<file path="src/rtl/nibbler_pkg.sv">
// Shared types and widths for the Nibbler 4-bit CPU execute stage.
package nibbler_pkg;

    localparam int unsigned NIB_W  = 4;
    localparam int unsigned ADDR_W = 8;

    typedef enum logic [NIB_W-1:0] {
        OP_NOP   = 4'h0,
        OP_LIT   = 4'h1,
        OP_ADDI  = 4'h2,
        OP_NANDI = 4'h3,
        OP_CMPI  = 4'h4,
        OP_IN    = 4'h5,
        OP_OUT   = 4'h6,
        OP_PAGE  = 4'h7,
        OP_JMP   = 4'h8,
        OP_JC    = 4'h9,
        OP_JNC   = 4'hA,
        OP_JZ    = 4'hB,
        OP_JNZ   = 4'hC,
        OP_ADDC  = 4'hD,
        OP_SUBI  = 4'hE,
        OP_HALT  = 4'hF
    } opcode_t;

    typedef enum logic {
        RUN  = 1'b0,
        HALT = 1'b1
    } exec_state_t;

endpackage

</file>
<file path="src/rtl/nibbler_execute_if.sv">
// Fetch-to-execute bus plus architectural-state outputs of the execute stage.
interface nibbler_execute_if;
    import nibbler_pkg::*;

    logic              phase;
    logic [NIB_W-1:0]  instruction;
    logic [NIB_W-1:0]  operand;
    logic [NIB_W-1:0]  data_in;
    logic [NIB_W-1:0]  acc;
    logic              carry;
    logic              zero;
    logic [NIB_W-1:0]  out_port;
    logic              out_strobe;
    logic              pc_load;
    logic [ADDR_W-1:0] pc_target;
    logic              halted;

    modport master (
        output phase, instruction, operand, data_in,
        input  acc, carry, zero, out_port, out_strobe, pc_load, pc_target, halted
    );

    modport slave (
        input  phase, instruction, operand, data_in,
        output acc, carry, zero, out_port, out_strobe, pc_load, pc_target, halted
    );

endinterface

</file>
<file path="src/rtl/nibbler_alu.sv">
// Combinational ALU: computes the result and which architectural fields it updates.
module nibbler_alu
    import nibbler_pkg::*;
(
    input  opcode_t          i_opcode,
    input  logic [NIB_W-1:0] i_a,
    input  logic [NIB_W-1:0] i_b,
    input  logic             i_cin,
    output logic [NIB_W-1:0] o_y_c,
    output logic             o_cout_c,
    output logic             o_z_c,
    output logic             o_writes_acc_c,
    output logic             o_writes_c_c,
    output logic             o_writes_z_c
);

    logic [NIB_W:0] w_sum;
    logic [NIB_W:0] w_diff;
    logic           w_add_cin;

    // Carry-in only participates for ADDC; diff MSB is the borrow out.
    assign w_add_cin = (i_opcode == OP_ADDC) & i_cin;
    assign w_sum     = (NIB_W+1)'(i_a) + (NIB_W+1)'(i_b) + (NIB_W+1)'(w_add_cin);
    assign w_diff    = (NIB_W+1)'(i_a) - (NIB_W+1)'(i_b);
    assign o_z_c     = (o_y_c == '0);

    always_comb begin
        o_y_c          = i_a;
        o_cout_c       = i_cin;
        o_writes_acc_c = 1'b0;
        o_writes_c_c   = 1'b0;
        o_writes_z_c   = 1'b0;
        case (i_opcode)
            OP_LIT, OP_IN: begin
                o_y_c          = i_b;
                o_writes_acc_c = 1'b1;
                o_writes_z_c   = 1'b1;
            end
            OP_NANDI: begin
                o_y_c          = ~(i_a & i_b);
                o_writes_acc_c = 1'b1;
                o_writes_z_c   = 1'b1;
            end
            OP_ADDI, OP_ADDC: begin
                o_y_c          = w_sum[NIB_W-1:0];
                o_cout_c       = w_sum[NIB_W];
                o_writes_acc_c = 1'b1;
                o_writes_c_c   = 1'b1;
                o_writes_z_c   = 1'b1;
            end
            OP_SUBI, OP_CMPI: begin
                o_y_c          = w_diff[NIB_W-1:0];
                o_cout_c       = ~w_diff[NIB_W];
                o_writes_acc_c = (i_opcode == OP_SUBI);
                o_writes_c_c   = 1'b1;
                o_writes_z_c   = 1'b1;
            end
            default: ;
        endcase
    end

endmodule

</file>
<file path="src/rtl/nibbler_execute.sv">
// Nibbler execute stage: phase edge detect, run/halt FSM, architectural registers,
// jump resolution and one-cycle pulse outputs.
module nibbler_execute
    import nibbler_pkg::*;
(
    input  logic               clk,
    input  logic               reset,
    nibbler_execute_if.slave   bus
);

    exec_state_t       r_state;
    exec_state_t       w_state_nxt;
    logic              r_phase_q;
    logic [NIB_W-1:0]  r_acc;
    logic              r_carry;
    logic              r_zero;
    logic [NIB_W-1:0]  r_page;
    logic [NIB_W-1:0]  r_out_port;
    logic              r_out_strobe;
    logic              r_pc_load;
    logic [ADDR_W-1:0] r_pc_target;
    logic              r_halted;

    opcode_t           w_opcode;
    logic              w_exec;
    logic              w_jump_take;
    logic [NIB_W-1:0]  w_alu_b;
    logic [NIB_W-1:0]  w_alu_y;
    logic              w_alu_cout;
    logic              w_alu_z;
    logic              w_wr_acc;
    logic              w_wr_c;
    logic              w_wr_z;

    // One execute event per rising phase, only while running.
    assign w_opcode = opcode_t'(bus.instruction);
    assign w_exec   = bus.phase & ~r_phase_q & (r_state == RUN);
    assign w_alu_b  = (w_opcode == OP_IN) ? bus.data_in : bus.operand;

    nibbler_alu u_alu (
        .i_opcode       (w_opcode),
        .i_a            (r_acc),
        .i_b            (w_alu_b),
        .i_cin          (r_carry),
        .o_y_c          (w_alu_y),
        .o_cout_c       (w_alu_cout),
        .o_z_c          (w_alu_z),
        .o_writes_acc_c (w_wr_acc),
        .o_writes_c_c   (w_wr_c),
        .o_writes_z_c   (w_wr_z)
    );

    always_ff @(posedge clk or negedge reset) begin
        if (!reset) r_state <= RUN;
        else        r_state <= w_state_nxt;
    end

    always_comb begin
        w_state_nxt = r_state;
        case (r_state)
            RUN:     if (w_exec && (w_opcode == OP_HALT)) w_state_nxt = HALT;
            HALT:    w_state_nxt = HALT;
            default: w_state_nxt = RUN;
        endcase
    end

    // Jump conditions use the flags as they stood before this execute edge.
    always_comb begin
        w_jump_take = 1'b0;
        case (w_opcode)
            OP_JMP:  w_jump_take = 1'b1;
            OP_JC:   w_jump_take = r_carry;
            OP_JNC:  w_jump_take = ~r_carry;
            OP_JZ:   w_jump_take = r_zero;
            OP_JNZ:  w_jump_take = ~r_zero;
            default: w_jump_take = 1'b0;
        endcase
    end

    always_ff @(posedge clk or negedge reset) begin
        if (!reset) begin
            r_phase_q    <= 1'b0;
            r_acc        <= '0;
            r_carry      <= 1'b0;
            r_zero       <= 1'b0;
            r_page       <= '0;
            r_out_port   <= '0;
            r_out_strobe <= 1'b0;
            r_pc_load    <= 1'b0;
            r_pc_target  <= '0;
            r_halted     <= 1'b0;
        end else begin
            r_phase_q    <= bus.phase;
            r_out_strobe <= 1'b0;
            r_pc_load    <= 1'b0;
            r_halted     <= (w_state_nxt == HALT);
            if (w_exec) begin
                if (w_wr_acc) r_acc   <= w_alu_y;
                if (w_wr_c)   r_carry <= w_alu_cout;
                if (w_wr_z)   r_zero  <= w_alu_z;
                if (w_opcode == OP_PAGE) r_page <= bus.operand;
                if (w_opcode == OP_OUT) begin
                    r_out_port   <= r_acc;
                    r_out_strobe <= 1'b1;
                end
                if (w_jump_take) begin
                    r_pc_target <= {r_page, bus.operand};
                    r_pc_load   <= 1'b1;
                end
            end
        end
    end

    assign bus.acc        = r_acc;
    assign bus.carry      = r_carry;
    assign bus.zero       = r_zero;
    assign bus.out_port   = r_out_port;
    assign bus.out_strobe = r_out_strobe;
    assign bus.pc_load    = r_pc_load;
    assign bus.pc_target  = r_pc_target;
    assign bus.halted     = r_halted;

endmodule
</file>
<file path="src/flat_wrapper.sv">
// flat-port wrapper written by rule: the top's interface ports become plain ports
module nibbler_execute_flat import nibbler_pkg::*;
  (clk, reset, bus_phase, bus_instruction, bus_operand, bus_data_in, bus_acc, bus_carry, bus_zero, bus_out_port, bus_out_strobe, bus_pc_load, bus_pc_target, bus_halted);
  nibbler_execute_if bus_i ();
  input  logic clk;
  input  logic reset;
  input wire logic [$bits(bus_i.phase)-1:0] bus_phase;
  input wire logic [$bits(bus_i.instruction)-1:0] bus_instruction;
  input wire logic [$bits(bus_i.operand)-1:0] bus_operand;
  input wire logic [$bits(bus_i.data_in)-1:0] bus_data_in;
  output wire logic [$bits(bus_i.acc)-1:0] bus_acc;
  output wire logic [$bits(bus_i.carry)-1:0] bus_carry;
  output wire logic [$bits(bus_i.zero)-1:0] bus_zero;
  output wire logic [$bits(bus_i.out_port)-1:0] bus_out_port;
  output wire logic [$bits(bus_i.out_strobe)-1:0] bus_out_strobe;
  output wire logic [$bits(bus_i.pc_load)-1:0] bus_pc_load;
  output wire logic [$bits(bus_i.pc_target)-1:0] bus_pc_target;
  output wire logic [$bits(bus_i.halted)-1:0] bus_halted;
  assign bus_i.phase = bus_phase;
  assign bus_i.instruction = bus_instruction;
  assign bus_i.operand = bus_operand;
  assign bus_i.data_in = bus_data_in;
  assign bus_acc = bus_i.acc;
  assign bus_carry = bus_i.carry;
  assign bus_zero = bus_i.zero;
  assign bus_out_port = bus_i.out_port;
  assign bus_out_strobe = bus_i.out_strobe;
  assign bus_pc_load = bus_i.pc_load;
  assign bus_pc_target = bus_i.pc_target;
  assign bus_halted = bus_i.halted;
  nibbler_execute u_core (.clk(clk), .reset(reset), .bus(bus_i));
endmodule
</file>
<file path="config.mk">
export PLATFORM = sky130hd
export DESIGN_NAME = nibbler_execute_flat
export DESIGN_NICKNAME = d
export VERILOG_FILES = /design/src/rtl/nibbler_pkg.sv /design/src/rtl/nibbler_execute_if.sv /design/src/rtl/nibbler_alu.sv /design/src/rtl/nibbler_execute.sv /design/src/flat_wrapper.sv
export SDC_FILE = /design/constraint.sdc
export NUM_CORES = 1
export LEC_CHECK = 0
export BUFFER_PORTS_ARGS = -buffer_cell sky130_fd_sc_hd__buf_4
export CORE_MARGIN = 8
export CORE_UTILIZATION = 40
export DETAILED_ROUTE_END_ITERATION = 16
export MAX_ROUTING_LAYER = met4
export RECOVER_POWER = 50
export REMOVE_ABC_BUFFERS = 1
export SLEW_MARGIN = 20
export SYNTH_ARGS = -nofsm -noshare
export SYNTH_HDL_FRONTEND = slang
export SYNTH_HIERARCHICAL = 1
export SYNTH_SLANG_ARGS = --single-unit
</file>
<file path="constraint.sdc">
create_clock -name clk -period 4.89 [get_ports clk]
set_input_delay 0.7335 -clock clk [delete_from_list [all_inputs] [get_ports clk]]
set_output_delay 0.7335 -clock clk [all_outputs]
set_load 0.01 [all_outputs]
</file>
# Word level (Yosys, flattened, before mapping)
# Index checks and enable logic that the tools add are counted.
[totals]
output_inout_bits = 21
word_cells = 66
ram_bits = 0
latchBits = 0
mem_bits_ro = 0
input_bits = 15
ff_bits = 26
mem_count = 0
[classes]
div_mod_pow = 0
order_cmp = 0
mul = 0
addsub = 3
n_bitwise = 10
n_eq_ne = 15
n_reduce_logical = 15
shift = 0
n_mux = 13
[op_table]
columns = ["operator", "n"]
rows = [
  ["== test 4 bit, second input constant", 8],
  ["== test 4 x 3 -> 1 bit, second input constant", 4],
  ["case mux 4 bit (4 select lines)", 1],
  ["AND reduction 2 bit", 5],
  ["== test 4 x 2 -> 1 bit, second input constant", 2],
  ["2-to-1 mux 1 bit", 7],
  ["OR reduction 7 bit", 1],
  ["case mux 1 bit (2 select lines)", 3],
  ["OR reduction 2 bit", 3],
  ["adder 4 x 4 -> 5 bit", 1],
  ["adder 5 x 1 -> 5 bit", 1],
  ["inverter 1 bit", 5],
  ["case mux 1 bit (5 select lines)", 1],
  ["OR reduction 5 bit", 1],
  ["subtractor 4 x 4 -> 5 bit", 1],
  ["bitwise AND 4 bit", 1],
  ["== test 4 x 1 -> 1 bit, second input constant", 1],
  ["logical NOT 4 bit", 1],
  ["2-to-1 mux 4 bit", 1],
  ["inverter 4 bit", 1],
  ["OR reduction 4 bit", 1],
  ["bitwise AND 1 bit", 3],
  ["AND reduction 3 bit", 1],
  ["nonzero test 2 bit", 1],
  ["logical AND 1 bit", 1],
]

# Longest topological paths before layout
# Gate-level depths: netlist (run 1).
[depth]
word_depth = 6
ltp_mapped = 12
depth_no_buf = 11

# Modules after synthesis
# Netlist (run 1), hierarchy kept.
[modules_own_cells]
columns = ["module", "area_per_inst_um2", "cells_each", "seq_area_each_um2", "n_inst"]
rows = [
  ["nibbler_execute", 1084.8, 68, 650.6, 1],
  ["nibbler_alu", 714.4, 95, 0.0, 1],
]

# Worst setup path after synthesis (run 1)
# No wires, ideal clock.
[synth_path]
path_kind = "input to register"
from = "input bus_instruction[1]"
to = "register u_core.r_zero (netlist: u_core/bus.zero)"
setup_slack_ns = 1.099
stages = 10
t_required_ns = 4.825
setup_ns = 0.065
arrival_time_ns = 3.726
n_path_buf = 0
cell_sequence = "nor3_1 mux2_2 fa_1 fa_1 nand2b_1 a221o_1 a222oi_1 nor2_1 a2111oi_2 mux2_2"
[synth_between]
elab_chain_cells = 6
word_cells_on_any_way = 22
cone_classes = "add/sub: 3; eq/ne: 7; mux: 3; bitwise: 3; reduce/logical: 6"
[synth_rtl]
columns = ["item", "line_no", "rtl"]
rows = [
  ["from (decl)", "flat_wrapper.sv:8", "input wire logic [$bits(bus_i.instruction)-1:0] bus_instruction;"],
  ["== test 4 x 3 -> 1 bit (*)", "nibbler_execute.sv:38", "assign w_alu_b = (w_opcode == OP_IN) ? bus.data_in : bus.operand;"],
  ["2-to-1 mux 4 bit (*)", "nibbler_execute.sv:38", ""],
  ["via u_core.w_alu_b[0]", "nibbler_execute.sv:27", "logic [NIB_W-1:0] w_alu_b;"],
  ["adder 4 x 4 -> 5 bit", "nibbler_alu.sv:23", "assign w_sum = (NIB_W+1)'(i_a) + (NIB_W+1)'(i_b) + (NIB_W+1)'(w_add_cin);"],
  ["adder 5 x 1 -> 5 bit", "nibbler_alu.sv:23", ""],
  ["case mux 4 bit (4 select lines) (*)", "nibbler_alu.sv:33", "case (i_opcode)"],
  ["via u_core.w_alu_y[1]", "nibbler_execute.sv:28", "logic [NIB_W-1:0] w_alu_y;"],
  ["logical NOT 4 bit (*)", "nibbler_alu.sv:25", "assign o_z_c = (o_y_c == '0);"],
  ["via u_core.w_alu_z", "nibbler_execute.sv:30", "logic w_alu_z;"],
  ["to (signal assigned)", "nibbler_execute.sv:100", "if (w_wr_z) r_zero <= w_alu_z;"],
  ["to (decl)", "nibbler_execute.sv:16", "logic r_zero;"],
]
# Mark *: on every way through the listed nets, which the timed path passes. The rest lies on a longest branch.
# A chain may end at the register's enable or synchronous reset.

# Final worst setup path (run 1)
[layout_path]
from = "input bus_instruction[3]"
to = "register u_core.r_zero (netlist: u_core/bus.zero)"
# Same word-level chain as after synthesis.

==> results of run 1 <==
## where the power goes
part	switching [mW]	total, mW	internal, mW	leakage [nW]
combinational	0.201	0.417	0.217	0.595
sequential	0.0694	0.351	0.282	0.333
clock	0.0695	0.179	0.110	0.0357
## state kept, by name, summed over array words and instances, names as in the netlist, 4 cells and up
signal	cells
u_core/bus.acc	4
u_core/bus.pc_target	8
u_core/r_page	4
u_core/bus.out_port	4
## cells in the final DEF, fill, tap and decap left out, drive strengths merged, types with 2 or more instances in the layout
cell type  netlist  final
ha               8      8
inv             11     11
o211ai           3      3
and3             2      2
dfrtp           26     26
xor2             2      2
a41oi            2      2
buf              6     25
o22ai            3      3
nand2            8      8
o21ai            4      4
a21oi            5      5
nor3b            2      2
o21ba            2      2
nor2            11     11
nand2b           4      4
nor2b            2      2
a221oi           2      2
and2             3      3
fa               3      3
xnor2            2      2
clkbuf           0     13
o221a            2      2
or2              2      2
nand4bb          2      2
mux2            26     26
## area by class of cell
cell class,instances,area [µm²],share of cell area
clock buffer,3,41.29,0.01975
clock inverter,1,30.03,0.01436
multi-input combinational,120,1037,0.4961
tap,52,65.06,0.03112
inverter,11,41.29,0.01975
sequential,26,650.6,0.3112
timing repair buffer,35,225.2,0.1077
## metrics by stage
step / cells / instance area, µm² / power (mW)
2_1_floorplan: 157 / 1744 / 0.6029
3_3_place_gp: 244 / 2072 / 0.7850
3_5_place_dp: 244 / 2072 / 0.7972
4_1_cts: 248 / 2143 / 0.9787
5_1_grt: 248 / 2091 / 1.012
6_report: 248 / 2091 / 0.9472
## layer usage
metal / up-vias / GRT usage
met5: - / -
met4: 0 / 0.02875
met3: 6 / 0.01855
met2: 42 / 0.2079
met1: 691 / 0.1552
li1: 667 / -
## logic make-up (layout without fill, tap and decap cells)
family | after synthesis | in the layout | share of synthesized area
compound gates | 33 | 33 | 0.1495
simple gates | 45 | 45 | 0.1586
fa+ha+maj | 11 | 11 | 0.08902
mux | 27 | 27 | 0.1683
flops | 26 | 26 | 0.3616
xor+xnor | 4 | 4 | 0.01948
buf+inv | 17 | 50 | 0.05355
## worst paths after layout
kind	to	slack, ns	cells past startpoint
worst max-delay path	u_core/bus.zero	0.75	11
worst min-delay path	u_core/r_page[2]	0.51	1
worst max register to register	u_core/bus.zero	1.92	10
worst min register to register	u_core/r_page[2]	0.51	1
min in group asynchronous	u_core/bus.acc[0]	0.77	1
max in group asynchronous	u_core/bus.out_port[1]	3.31	1
==> metrics.cfg, run 1 <==
[run_status]
outcome=finished, final reports clean

[timing]
whs_ns=0.5115
layout_setup_ws_ns=0.7511
setup_tns_ns=0
rsz0062_at_grt=false
finalMaxSlewViolations=0
hold_viol_final=0
period_needed_ns=4.139
skew_ns=0.005613
min_period_over_period=0.8464
setup_viol=0
fmax_ghz=0.2416
worst_pin_slew_ns=1.394
relSlewSlack=0.07061

[yosys]
yosys_warnings=6
ys_seq_elements=26
syn_inst=163
ys_seq_area_frac=0.3616
yosys-top-cells-area=dfrtp_1, mux2_2, ha_1
synth_top_cell_by_area=dfrtp_1
synth.distinct_cells=52
synth_top_area_share=0.3616
synthArstFlopShare=1.000
synth_ff_type=dfrtp_1
avgSynthCellArea_um2=11.04
synth_area_um2=1799
synth_edf_count=0
synth_common_cells=dfrtp_1, mux2_2, inv_1, nor2_1

[power_and_ir_drop]
ir_drop_mv=0.2761
leakage_nw=0.9634
power_per_cell_area_nw_per_um2=453.0

[setup_path]
startpoint=bus_instruction[3]
crit_buf_inv=1
worst_setup_path_end_kind=register
crit_path_max_fanout=17
slowest_stage=nor3_1
worstPathCellList=clkbuf_1, nor3_1, mux2_2, fa_1, fa_1, nand2b_1, a221o_1, a222oi_1, nor2_1, a2111oi_2, mux2_2
path_class=in2reg
cp_top_family=compound AO/OA/AOI/OAI gates
cp.arrival_ns=4.35
worstSetupStartpointType=primary input
r2r_start=u_core/bus.carry
critPathMaxStageDelay_ns=0.55
required_ns=5.10

[routing]
drtIter0Drc=111
drc=0
via_count=1406
dr.max_layer_used=met4
met3_length_um=135
first_pass_iters=4
wire_per_inst_um=17.81
wl_mm=4.416
viasPerCell=5.669
met1_length_mm=2.020
met2_length_mm=2.218
ant_nets=0

[clock_network]
clkLatencyLatePin_ns=0.27
root_buffer=clkbuf_8
cts_made_buffers=3
htreeDepth=1
cts_resized=0
clk_pin_slew_ns=0.09
post-cts-setup-buffer-count=0
cts_hold_buf=0
cts_tree=yes
cts_sinks=26
clockBufferDepth=2

[floorplan]
die_w_um=83.07
ioPinCount=36
initial_core_util=0.4132
die-area_um2=6900
core_area_um2=4354
rows=24
fp.dieH_um=83.07

[grt]
grt_pass1_vias=1432
grt_start_max_net_pins=27
gr-total-overflow=0
grt_usage=0.1251
antenna_found_initial=0
grt_pass1_wl_mm=7.141

[final_layout]
fin_nets=223
drive_above_1_share=0.3469
synthToLayoutAreaGrowth_pct=16.20
postLayoutCoreUtil=0.4802
n_antenna_cell=0
fillers=419

[placement]
place_ws_ns=0.5527
portBuffers=35
gp_congestion=0.8998
dp_hpwl_mm=3.495

[flow_run]
cap_viol_max_count=0

[hold_path]
worstHoldStart=u_core/r_page[2]
hp-class=reg2reg

Power figures use the tool's default switching activity.
==> run 2, diff against run 1 <==
Clock period 4.89 ns to 3.51 ns, I/O delays scaled along.
==> run 2 against run 1 <==
  * Critical path depth unchanged
  * Sequential share of layout area down 0.97 points
  * Power increased by 41%
  * Routed wire length grew 3.8%
  * Clock-buffer cell count is the same
  * Critical endpoint unchanged
  * Via count increased by 0.85%
  * Flip-flop and latch count is the same
  * Clock power rose by 40%
  * Worst hold slack got worse by 0.11 ns
  * Non-clock buffer count grew 6
==> metrics.cfg, run 2 (synthesis results as in run 1) <==
[clock_network]
root_buffer=clkbuf_8
clkLatencyLatePin_ns=0.27  ; about the same
cts_sinks=26  ; unchanged
htreeDepth=1  ; unchanged
post-cts-setup-buffer-count=0  ; unchanged
clockBufferDepth=2  ; unchanged
cts_made_buffers=3  ; unchanged
cts_tree=yes
clk_pin_slew_ns=0.09  ; about the same

[timing]
relSlewSlack=0.05792  ; -0.01269
period_needed_ns=3.355
whs_ns=0.4005  ; -0.1110 ns
setup_viol=0  ; unchanged
finalMaxSlewViolations=0  ; unchanged
fmax_ghz=0.2980
skew_ns=0.004900  ; -0.0007137 ns
rsz0062_at_grt=false
hold_viol_final=0  ; unchanged
setup_tns_ns=0  ; unchanged
min_period_over_period=0.9559
worst_pin_slew_ns=1.413  ; +0.01904 ns

[setup_path]
worstPathCellList=buf_4, nor3_2, mux2_2, fa_2, fa_1, nand2b_1, a221o_1, a222oi_1, nor2_1, a2111oi_2, mux2_2
worstSetupStartpointType=primary input
slowest_stage=fa_1
worst_setup_path_end_kind=register
reg2reg_depth=10  ; unchanged
startpoint=bus_instruction[1]
rrSetupSlack_ns=0.57  ; -1.35 ns
critPathCapture=u_core/bus.zero
path_class=in2reg
r2r_end=u_core/bus.zero
r2r_start=u_core/bus.carry
crit_path_max_fanout=2  ; -15
critPathMaxStageDelay_ns=0.47  ; -0.08 ns
cp.arrival_ns=3.57  ; -0.78 ns
cpMostUsedCell=mux2_2
required_ns=3.73  ; -1.37 ns

[power_and_ir_drop]
power_per_cell_area_nw_per_um2=616.9  ; +36%
power_mw=1.332  ; +41%
ir_drop_mv=0.2951  ; +6.9%
leakage_nw=0.9991  ; +3.7%

[floorplan]
ioPinCount=36  ; unchanged
core_area_um2=4354  ; unchanged
die_w_um=83.07  ; unchanged
die-area_um2=6900  ; unchanged
initial_core_util=0.4132  ; unchanged
rows=24  ; unchanged
fp.dieH_um=83.07  ; unchanged

[routing]
drtIter0Drc=137  ; +23%
drc=0  ; unchanged
wl_mm=4.583  ; +3.8%
viasPerCell=5.583  ; -1.5%
first_pass_iters=4  ; unchanged
ant_nets=0  ; unchanged
wire_per_inst_um=18.04  ; +1.3%
via_count=1418  ; +0.85%

[grt]
gr-total-overflow=0  ; unchanged
grt_pass1_vias=1563  ; +9.1%
grt_pass1_wl_mm=7.672  ; +7.4%
grt_usage=0.1344  ; +0.009337
antenna_found_initial=0  ; unchanged
grt_start_max_net_pins=27  ; unchanged

[final_layout]
fin_nets=229  ; +2.7%
final_area_um2=2158  ; +3.2%
synthToLayoutAreaGrowth_pct=19.96
final_cell_mix=buf_4, mux2_2, dfrtp_1
n_antenna_cell=0  ; unchanged
final_cells=254  ; +2.4%
mostFrequentLayoutCell=buf_4
largest_register_ffs=8  ; unchanged
drive_above_1_share=0.3812  ; +0.03425
fillers=409  ; -2.4%

[run_status]
outcome=finished, final reports clean

[hold_path]
hp-class=in2reg

[placement]
dp.cells=250  ; +2.5%
portBuffers=35  ; unchanged
gp_congestion=0.9766  ; +8.5%
dpl_cell_area_um2=2117  ; +2.2%
dp_hpwl_mm=3.574  ; +2.3%

[flow_run]
cap_viol_max_count=0  ; unchanged

run 2: cell count changes in the layout (fill, tap and decap cells not counted), sizes merged:
cell	change
buf	+6
run 2: repair_timing:
action                                  4_1_cts  5_1_grt
endpoints found under the setup margin        1        1
resized for setup                             1        1
hold buffers                                  0        0
pin swaps                                     0        1
run 2: routing by layer:
layer / vias to the layer above / track usage / part of all wire
li1: 677 / - / -
met1: 696 / 0.1705 / 0.45
met2: 38 / 0.2143 / 0.49
met3: 7 / 0.02246 / 0.041
met4: 0 / 0.03674 / 0.010
met5: - / - / 0
run 2: cell type report:
cell class	count	area, µm²	area share
Inverter	11	41.29	0.01913
Timing Repair Buffer	41	270.3	0.1252
Clock buffer	3	41.29	0.01913
Clock inverter	1	30.03	0.01391
Multi-Input combinational cell	120	1060	0.4910
Tap cell	52	65.06	0.03014
Sequential cell	26	650.6	0.3014
run 2: where the power goes:
part,internal [mW],switching (mW)
Combinational,0.305,0.286
Sequential,0.392,0.0985
Clock,0.153,0.0973
Total,0.850,0.482
run 2: how the worst min path moves through the flow:
stage / depth (start not counted) / endpoint / start / slack, ns
after global placement: 1 / u_core/bus.out_port[2] / reset / 0.46
after global routing: 1 / u_core/r_phase_q / bus_phase / 0.40
after floorplan: 0 / u_core/bus.acc[0] / reset / 0.23
after CTS: 1 / u_core/bus.out_port[2] / reset / 0.16
after detailed placement: 1 / u_core/bus.out_port[2] / reset / 0.46
final: 1 / u_core/r_phase_q / bus_phase / 0.40
run 2: metrics by stage:
step	utilization	setup slack (ns)
final	0.4957	0.1546
after global routing	0.4957	0.003255
after CTS	0.5037	0.04083
after detailed placement	0.4862	-0.3021
after global placement	0.4862	-0.1504
after floorplan	-	-0.07418
run 2: worst max-delay path: cells and delay by family:
family          cells  cell delay [ns]
simple gates        3             0.50
buf+inv             1             0.12
mux                 2             0.61
fa+ha+maj           2             0.86
compound gates      3             0.97
